<file path="src/rtl/dense_pkg.sv">
// Shared constants for the nine-lane dense multiply-accumulate block.
package dense_pkg;

    localparam int DEFAULT_SIZE_1 = 11;
    localparam int PIPE_LATENCY   = 2;
    localparam int NUM_LANES      = 9;

    function automatic int prodWidth(input int size);
        return 2 * size;
    endfunction

    // Nine products need 4 guard bits on top of the product width.
    function automatic int accWidth(input int size);
        return 2 * size + 4;
    endfunction

    function automatic int resultWidth(input int size);
        return 2 * size - 1;
    endfunction

    function automatic longint satMax(input int size);
        return (longint'(1) <<< (2 * size - 2)) - 1;
    endfunction

    function automatic longint satMin(input int size);
        return -(longint'(1) <<< (2 * size - 2));
    endfunction

    localparam int     DEFAULT_ACC_W   = accWidth(DEFAULT_SIZE_1);
    localparam longint DEFAULT_SAT_MAX = satMax(DEFAULT_SIZE_1);
    localparam longint DEFAULT_SAT_MIN = satMin(DEFAULT_SIZE_1);

endpackage

</file>
<file path="src/rtl/dense_sat.sv">
// Signed clip of an IN_W-bit value into OUT_W bits, flagging when the clip engages.
module dense_sat
    import dense_pkg::*;
#(
    parameter int IN_W  = DEFAULT_ACC_W,
    parameter int OUT_W = 2 * DEFAULT_SIZE_1 - 1
) (
    input  logic signed [IN_W-1:0]  i_value,
    output logic signed [OUT_W-1:0] o_value,
    output logic                    o_clip
);

    logic [IN_W-OUT_W:0] w_hiBits;
    logic                w_allZero;
    logic                w_allOne;

    // The value fits only when every bit above the result sign bit repeats it.
    assign w_hiBits  = i_value[IN_W-1:OUT_W-1];
    assign w_allZero = ~|w_hiBits;
    assign w_allOne  = &w_hiBits;

    always_comb begin
        o_value = i_value[OUT_W-1:0];
        o_clip  = 1'b0;
        if (!w_allZero && !w_allOne) begin
            o_clip = 1'b1;
            if (i_value[IN_W-1]) begin
                o_value = {1'b1, {(OUT_W-1){1'b0}}};
            end else begin
                o_value = {1'b0, {(OUT_W-1){1'b1}}};
            end
        end
    end

endmodule

</file>
<file path="src/rtl/dense_mac.sv">
// Two-stage nine-lane signed dot product: multiplies in stage 1, sum and clip in stage 2.
module dense_mac
    import dense_pkg::*;
#(
    parameter int SIZE_1     = DEFAULT_SIZE_1,
    parameter int NOZERO_SAT = 1
) (
    input  logic                       clk,
    input  logic                       rst,
    input  logic                       dense_en,
    input  logic                       go,
    input  logic signed [SIZE_1-1:0]   p11,
    input  logic signed [SIZE_1-1:0]   p12,
    input  logic signed [SIZE_1-1:0]   p13,
    input  logic signed [SIZE_1-1:0]   p14,
    input  logic signed [SIZE_1-1:0]   p15,
    input  logic signed [SIZE_1-1:0]   p16,
    input  logic signed [SIZE_1-1:0]   p17,
    input  logic signed [SIZE_1-1:0]   p18,
    input  logic signed [SIZE_1-1:0]   p19,
    input  logic signed [SIZE_1-1:0]   w11,
    input  logic signed [SIZE_1-1:0]   w12,
    input  logic signed [SIZE_1-1:0]   w13,
    input  logic signed [SIZE_1-1:0]   w14,
    input  logic signed [SIZE_1-1:0]   w15,
    input  logic signed [SIZE_1-1:0]   w16,
    input  logic signed [SIZE_1-1:0]   w17,
    input  logic signed [SIZE_1-1:0]   w18,
    input  logic signed [SIZE_1-1:0]   w19,
    output logic signed [2*SIZE_1-2:0] Y1,
    output logic                       valid,
    output logic                       ovf
);

    localparam int PROD_W = prodWidth(SIZE_1);
    localparam int ACC_W  = accWidth(SIZE_1);
    localparam int RES_W  = resultWidth(SIZE_1);

    logic signed [SIZE_1-1:0] w_pix [NUM_LANES];
    logic signed [SIZE_1-1:0] w_wgt [NUM_LANES];
    logic [PROD_W-1:0]        w_prod [NUM_LANES];
    logic [PROD_W-1:0]        r_prod [NUM_LANES];
    logic                     r_s1Valid;
    logic [ACC_W-1:0]         w_sum;
    logic signed [RES_W-1:0]  w_satY;
    logic                     w_clip;
    logic signed [RES_W-1:0]  r_y1;
    logic                     r_valid;
    logic                     r_ovf;

    assign w_pix[0] = p11;
    assign w_pix[1] = p12;
    assign w_pix[2] = p13;
    assign w_pix[3] = p14;
    assign w_pix[4] = p15;
    assign w_pix[5] = p16;
    assign w_pix[6] = p17;
    assign w_pix[7] = p18;
    assign w_pix[8] = p19;
    assign w_wgt[0] = w11;
    assign w_wgt[1] = w12;
    assign w_wgt[2] = w13;
    assign w_wgt[3] = w14;
    assign w_wgt[4] = w15;
    assign w_wgt[5] = w16;
    assign w_wgt[6] = w17;
    assign w_wgt[7] = w18;
    assign w_wgt[8] = w19;

    // Sign-extend both operands to the product width so the low bits form the signed product.
    for (genvar k = 0; k < NUM_LANES; k++) begin : g_lane
        assign w_prod[k] = {{SIZE_1{w_pix[k][SIZE_1-1]}}, w_pix[k]}
                         * {{SIZE_1{w_wgt[k][SIZE_1-1]}}, w_wgt[k]};
    end

    always_ff @(posedge clk) begin
        if (rst) begin
            for (int k = 0; k < NUM_LANES; k++) begin
                r_prod[k] <= '0;
            end
            r_s1Valid <= 1'b0;
        end else if (!dense_en) begin
            r_s1Valid <= 1'b0;
        end else begin
            r_s1Valid <= go;
            if (go) begin
                for (int k = 0; k < NUM_LANES; k++) begin
                    r_prod[k] <= w_prod[k];
                end
            end
        end
    end

    always_comb begin
        w_sum = '0;
        for (int k = 0; k < NUM_LANES; k++) begin
            w_sum = w_sum + {{(ACC_W-PROD_W){r_prod[k][PROD_W-1]}}, r_prod[k]};
        end
    end

    dense_sat #(
        .IN_W  (ACC_W),
        .OUT_W (RES_W)
    ) u_sat (
        .i_value (w_sum),
        .o_value (w_satY),
        .o_clip  (w_clip)
    );

    // Dropping the enable flushes stage 2 and the sticky overflow along with stage 1.
    always_ff @(posedge clk) begin
        if (rst || !dense_en) begin
            r_y1    <= '0;
            r_valid <= 1'b0;
            r_ovf   <= 1'b0;
        end else begin
            r_valid <= r_s1Valid;
            if (r_s1Valid) begin
                if (NOZERO_SAT != 0) begin
                    r_y1  <= w_satY;
                    r_ovf <= r_ovf | w_clip;
                end else begin
                    r_y1 <= w_sum[RES_W-1:0];
                end
            end
        end
    end

    assign Y1    = r_y1;
    assign valid = r_valid;
    assign ovf   = r_ovf;

endmodule
</file>
<file path="config.mk">
export PLATFORM = sky130hd
export DESIGN_NAME = dense_mac
export DESIGN_NICKNAME = d
export VERILOG_FILES = /design/src/rtl/dense_pkg.sv /design/src/rtl/dense_sat.sv /design/src/rtl/dense_mac.sv
export SDC_FILE = /design/constraint.sdc
export NUM_CORES = 2
export LEC_CHECK = 0
export BUFFER_PORTS_ARGS = -buffer_cell sky130_fd_sc_hd__buf_2
export CAP_MARGIN = 20
export CORE_UTILIZATION = 40
export CTS_BUF_LIST = sky130_fd_sc_hd__clkbuf_4 sky130_fd_sc_hd__clkbuf_8 sky130_fd_sc_hd__clkbuf_16
export CTS_CLUSTER_SIZE = 25
export DETAILED_ROUTE_END_ITERATION = 10
export MAX_ROUTING_LAYER = met4
export PLACE_DENSITY = 0.54
export REMOVE_ABC_BUFFERS = 1
export SLEW_MARGIN = 15
export SYNTH_ARGS = -nofsm -noshare
export SYNTH_HDL_FRONTEND = slang
export SYNTH_SLANG_ARGS = --single-unit
</file>
<file path="constraint.sdc">
create_clock -name clk -period 5.5 [get_ports clk]
set_input_delay 0.55 -clock clk [delete_from_list [all_inputs] [get_ports clk]]
set_output_delay 0.55 -clock clk [all_outputs]
set_load 0.01 [all_outputs]
</file>
Yosys cells after proc, flatten, opt, wreduce, memory -nomap -nowiden
Memories as Yosys holds them, arrays and structs flattened. Cells that the tools add are included.

Memories kept: 1. Input port bits: 202. Register bits after elaboration: 24. Memory bits (writable): 198. Logic and storage cells: 58. Output and inout port bits: 23. Bits in latches: 0. ROM bits: 0.

Memory list: r_prod (depth 9, bits a word 22, rd ports 9, clocked after memory_dff 0, wr ports 9, line dense_mac.sv:42) `logic [PROD_W-1:0] r_prod [NUM_LANES];`.

Mux-type cells: 18. $add $sub $neg: 8. Shifts and indexed selects: 0. $lt $le $gt $ge: 0. Reductions and logical operators: 7. Eq/ne operators: 0. Divide/modulo/power cells: 0. Bitwise operators: 11. Multiply operators: 9.

Operator list (number): $mul 11x11->22 (9); $mux 22 (9); $add 26x26->26 (4); $mux 21 (2); $add 25x22->26 (1); $add 24x22->25 (1); $add 23x22->24 (1); $add 22x22->23 (1); $or 1x1->1 (10); $mux 1 (7); $reduce_and 6->1 (1); $reduce_or 6->1 (1); $logic_not 1->1 (2); $reduce_or 2->1 (1); $logic_and 1x1->1 (1); $logic_or 1x1->1 (1); $not 1->1 (1).

Depth between registers and ports, before layout
Word-level depth: 13. Depth in mapped cells: 23. Gate-level depth less buffers: 22.

Modules after synthesis
A second synthesis with hierarchy kept.

Cells, all modules: 5877. Area, all modules: 55426.9 µm².

By module, submodules not included: dense_mac (sequential area each 6426.2 µm², cells each 5845, instances 1, area an instance 55162.9 µm²); dense_sat (sequential area each 0.0 µm², cells each 32, instances 1, area an instance 264.0 µm²).

Least setup slack after synthesis
OpenSTA, ideal clock, no wires.

Kind: input to register. Start: in rst. End: mem r_prod[0][0] in the netlist's numbering, enable pin. Arrival: 5.301 ns. Required time: 4.906 ns. Slack: -0.396 ns. Buffers on the path: 0. Cell stages on the path: 1. Cell sequence: nand2b_1.

RTL lines: start: declaration (line dense_mac.sv:9) `input logic rst,`; end: declaration (line dense_mac.sv:42).

==> flow_metrics.env <==
export IMPL_slew_violations=0
export IMPL_worstSetupPathType="register to register"
export IMPL_setup_violations_final=21
export IMPL_clk_path_buf_depth=3
export IMPL_dieArea_mm2=0.141
export IMPL_syn_inst=5892
export IMPL_cts_tree="done"
export IMPL_io_pins=225
export IMPL_layout_min_cycle_time_ns=5.68
export IMPL_skew_ns=0.0199
export IMPL_grt_pass1_vias=43089
export IMPL_totalWireLength_um=135000
export IMPL_wl_per_cell_um=16.2
export IMPL_synth_edf_count=198
export IMPL_final_fill_count=13441
export IMPL_yosysWarnings=0
export IMPL_place_congestion=0.912
export IMPL_ys_ff_latch=222
export IMPL_first_pass_iters=5
export IMPL_synth_common_cells="inv_1, fa_1, and2_1"
export IMPL_area_delta_synth_final_pct=15.2
export IMPL_violations="negative setup slack"
export IMPL_min_path_type="input pin to register"
export IMPL_yosysMostFrequentCell="inv_1"
export IMPL_yosys_area_top_type="fa_1"
export IMPL_syn_area_per_cell_um2=9.47
export IMPL_async_flop_share=0
export IMPL_multi_input_area_mm2=0.0428
export IMPL_clkTransAtPathRegs_ns=0.07
export IMPL_maxSlewHeadroom=0.305
export IMPL_grt_overflow=0
export IMPL_syn_cell_area_mm2=0.0558
export IMPL_fin_crit_sh=1.03
export IMPL_grt_antenna_before_repair=9
export IMPL_synth_ff_type="edfxtp_1"
export IMPL_worstPathRequired_ns=5.97
export IMPL_start_util=0.405
export IMPL_fin_cells=8376
export IMPL_tightest_slew_ns=1.04
export IMPL_cp_max_fo=8
export IMPL_fmaxAchievable_ghz=0.176
export IMPL_clkLatencyLatePin_ns=0.56
export IMPL_final_antenna_net_count=0
export IMPL_fp_dieH_um=375
export IMPL_cts_made_buffers=26
export IMPL_drt_iter0_markers=1852
export IMPL_hold_viol_final=0
export IMPL_viasPerCell=4.70
export IMPL_grt_use_total=0.209
export IMPL_yosysSeqAreaShare=0.115
export IMPL_port_buffers=224
export IMPL_drive_gt1_frac=0.150
export IMPL_max_cap_violations=0
export IMPL_core_area_mm2=0.138
export IMPL_crit_arrival_ns=6.16
export IMPL_synth_top_area_share=0.434
export IMPL_grt_pass1_wl_um=228000
export IMPL_cp_start_kind="register"
export IMPL_post_place_cells=8316
export IMPL_synth_cell_types=67
export IMPL_cpMaxStageDelayCell="fa_1"
export IMPL_num_rows=136
export IMPL_die_x_um=375
export IMPL_rsz0062_at_grt="true"
export IMPL_seq_area_mm2=0.00643
export IMPL_endpoint_kind="register"
export IMPL_final_nets=8419
export IMPL_worst_slack_ns=-0.183
export IMPL_dp_hpwl_um=121000
export IMPL_ctsHoldBuffers=0
export IMPL_cts_root_buf="clkbuf_16"
export IMPL_cpPeakStageDelay_ns=0.54
export IMPL_drc=0
export IMPL_crit_top_cell="fa_1"
export IMPL_outcome="complete, but fails checks"
export IMPL_path_cells="inv_1 > fa_1 > inv_2 > fa_1 > fa_1 > inv_2 > fa_1 > inv_2 > ha_4 > o211ai_1 > o211ai_1 > or4b_4 > and3_4 > buf_6 > nor4_4 > nand3b_1 > nand4_1 > nor3_2 > buf_4 > o21ai_4 > buf_8 > a311oi_2"
export IMPL_htree_levels=1
export IMPL_clock_sinks=222
export IMPL_synthTopCellsByArea="fa_1, edfxtp_1, inv_1"
export IMPL_vias=39370
export IMPL_grt_max_degree=111
## logic make-up (layout without fill, tap and decap cells)
group / count (synthesis) / after routing / share of synthesized area
compound gates: 390 / 390 / 0.0481
xor+xnor: 196 / 196 / 0.0308
fa+ha+maj: 1659 / 1659 / 0.535
buf+inv: 1802 / 2487 / 0.122
flops: 222 / 222 / 0.115
mux: 6 / 6 / 0.00110
other cells: 0 / 4 / 0
simple gates: 1617 / 1618 / 0.148
## metrics by stage
stage          instance area, um2  setup WS, ns   util  hold slack [ns]  setup TNS [ns]
2_1_floorplan               54900        -0.396      -            0.502          -78.43
3_3_place_gp                63100        -0.486  0.458            0.512          -10.24
3_5_place_dp                63100        -0.373  0.458            0.514          -10.93
4_1_cts                     64100       -0.0990  0.465            0.452          -0.542
5_1_grt                     64300        -0.398  0.466            0.482           -7.30
6_report                    64300        -0.183  0.466            0.465           -2.39
## repair_timing
action	CTS	global route
pin swaps	14	20
resized for setup	27	32
buffers inserted	6	1
hold endpoints to repair	0	0
endpoints found under the setup margin	21	35
gates cloned	2	0
## area by class of cell
| class | instances | area share |
|---|---|---|
| clock buffers | 31 | 0.0107 |
| well taps | 1794 | 0.0349 |
| clock inverters | 17 | 0.00206 |
| repair buffers | 863 | 0.0942 |
| diodes | 4 | 0.000156 |
| inverters | 1576 | 0.0921 |
| flip-flops and latches | 222 | 0.100 |
| multi-input cells | 3869 | 0.666 |
## routing by layer
| layer | track usage | wire, um | vias up |
|---|---|---|---|
| li1 | - | - | 18707 |
| met1 | 0.274 | 59600 | 19947 |
| met2 | 0.362 | 69000 | 603 |
| met3 | 0.0179 | 4840 | 113 |
| met4 | 0.0240 | 2050 | 0 |
| met5 | - | 0 | - |
## cells in the final DEF (no fill, tap or decap), types with 6 or more instances in the layout
master     Yosys  routed
nor3_1        66      66
a211o_1        9       9
nand2b_1      79      78
edfxtp_1     198     198
xnor2_1      141     141
nor2_1       229     228
fa_1        1210    1208
xor2_1        55      54
dfxtp_1       24      23
a21o_1        45      45
nor2b_1       31      31
nand2_1      479     479
a311oi_2      15      15
a21oi_1       96      92
or2_2          7       6
nand3_1       32      32
nor3b_1        6       6
buf_2          0     223
inv_2          0      12
and2_1       618     618
o21ai_0       89      87
clkbuf_4       0       6
clkbuf_16      0      27
a211oi_2       1       6
o31ai_1        7       7
o21bai_1       7       7
inv_1       1576    1564
o211ai_1       8       8
a31oi_1       13      13
a211oi_1      19      14
or3_1         15      15
clkinv_1       0       6
o21a_1        23      23
and3_1        34      33
a21boi_0      10      10
buf_12         0       8
ha_1         449     445
buf_4          0     627
## worst max-delay path: cells and delay by family, from the launching register on
family	cells	cell delay (ns)
AOI/OAI and AO/OA	4	0.74
and+or+nand+nor	6	1.41
buffers and inverters	7	0.71
adders and majority gates	5	2.34
DFF	1	0.39
## flip-flops by register name (all words and copies together) (netlist names)
name,count
Y1,21
ovf,1
r_prod,198
r_s1Valid,1
valid,1
## final timing paths
kind	startpoint	endpoint	slack (ns)	depth (start not counted)
worst max-delay path	r_prod[2][28]	Y1[3]	-0.18	22
worst min-delay path	w14[0]	r_prod[1][22]	0.47	2
worst min register to register	Y1[3]	Y1[3]	0.52	2
worst max register to register	r_prod[2][28]	Y1[3]	-0.18	22
Power is left out: the tool's default activity adds up to more than one toggle a clock period on the data nets, which glitch-free logic cannot reach.
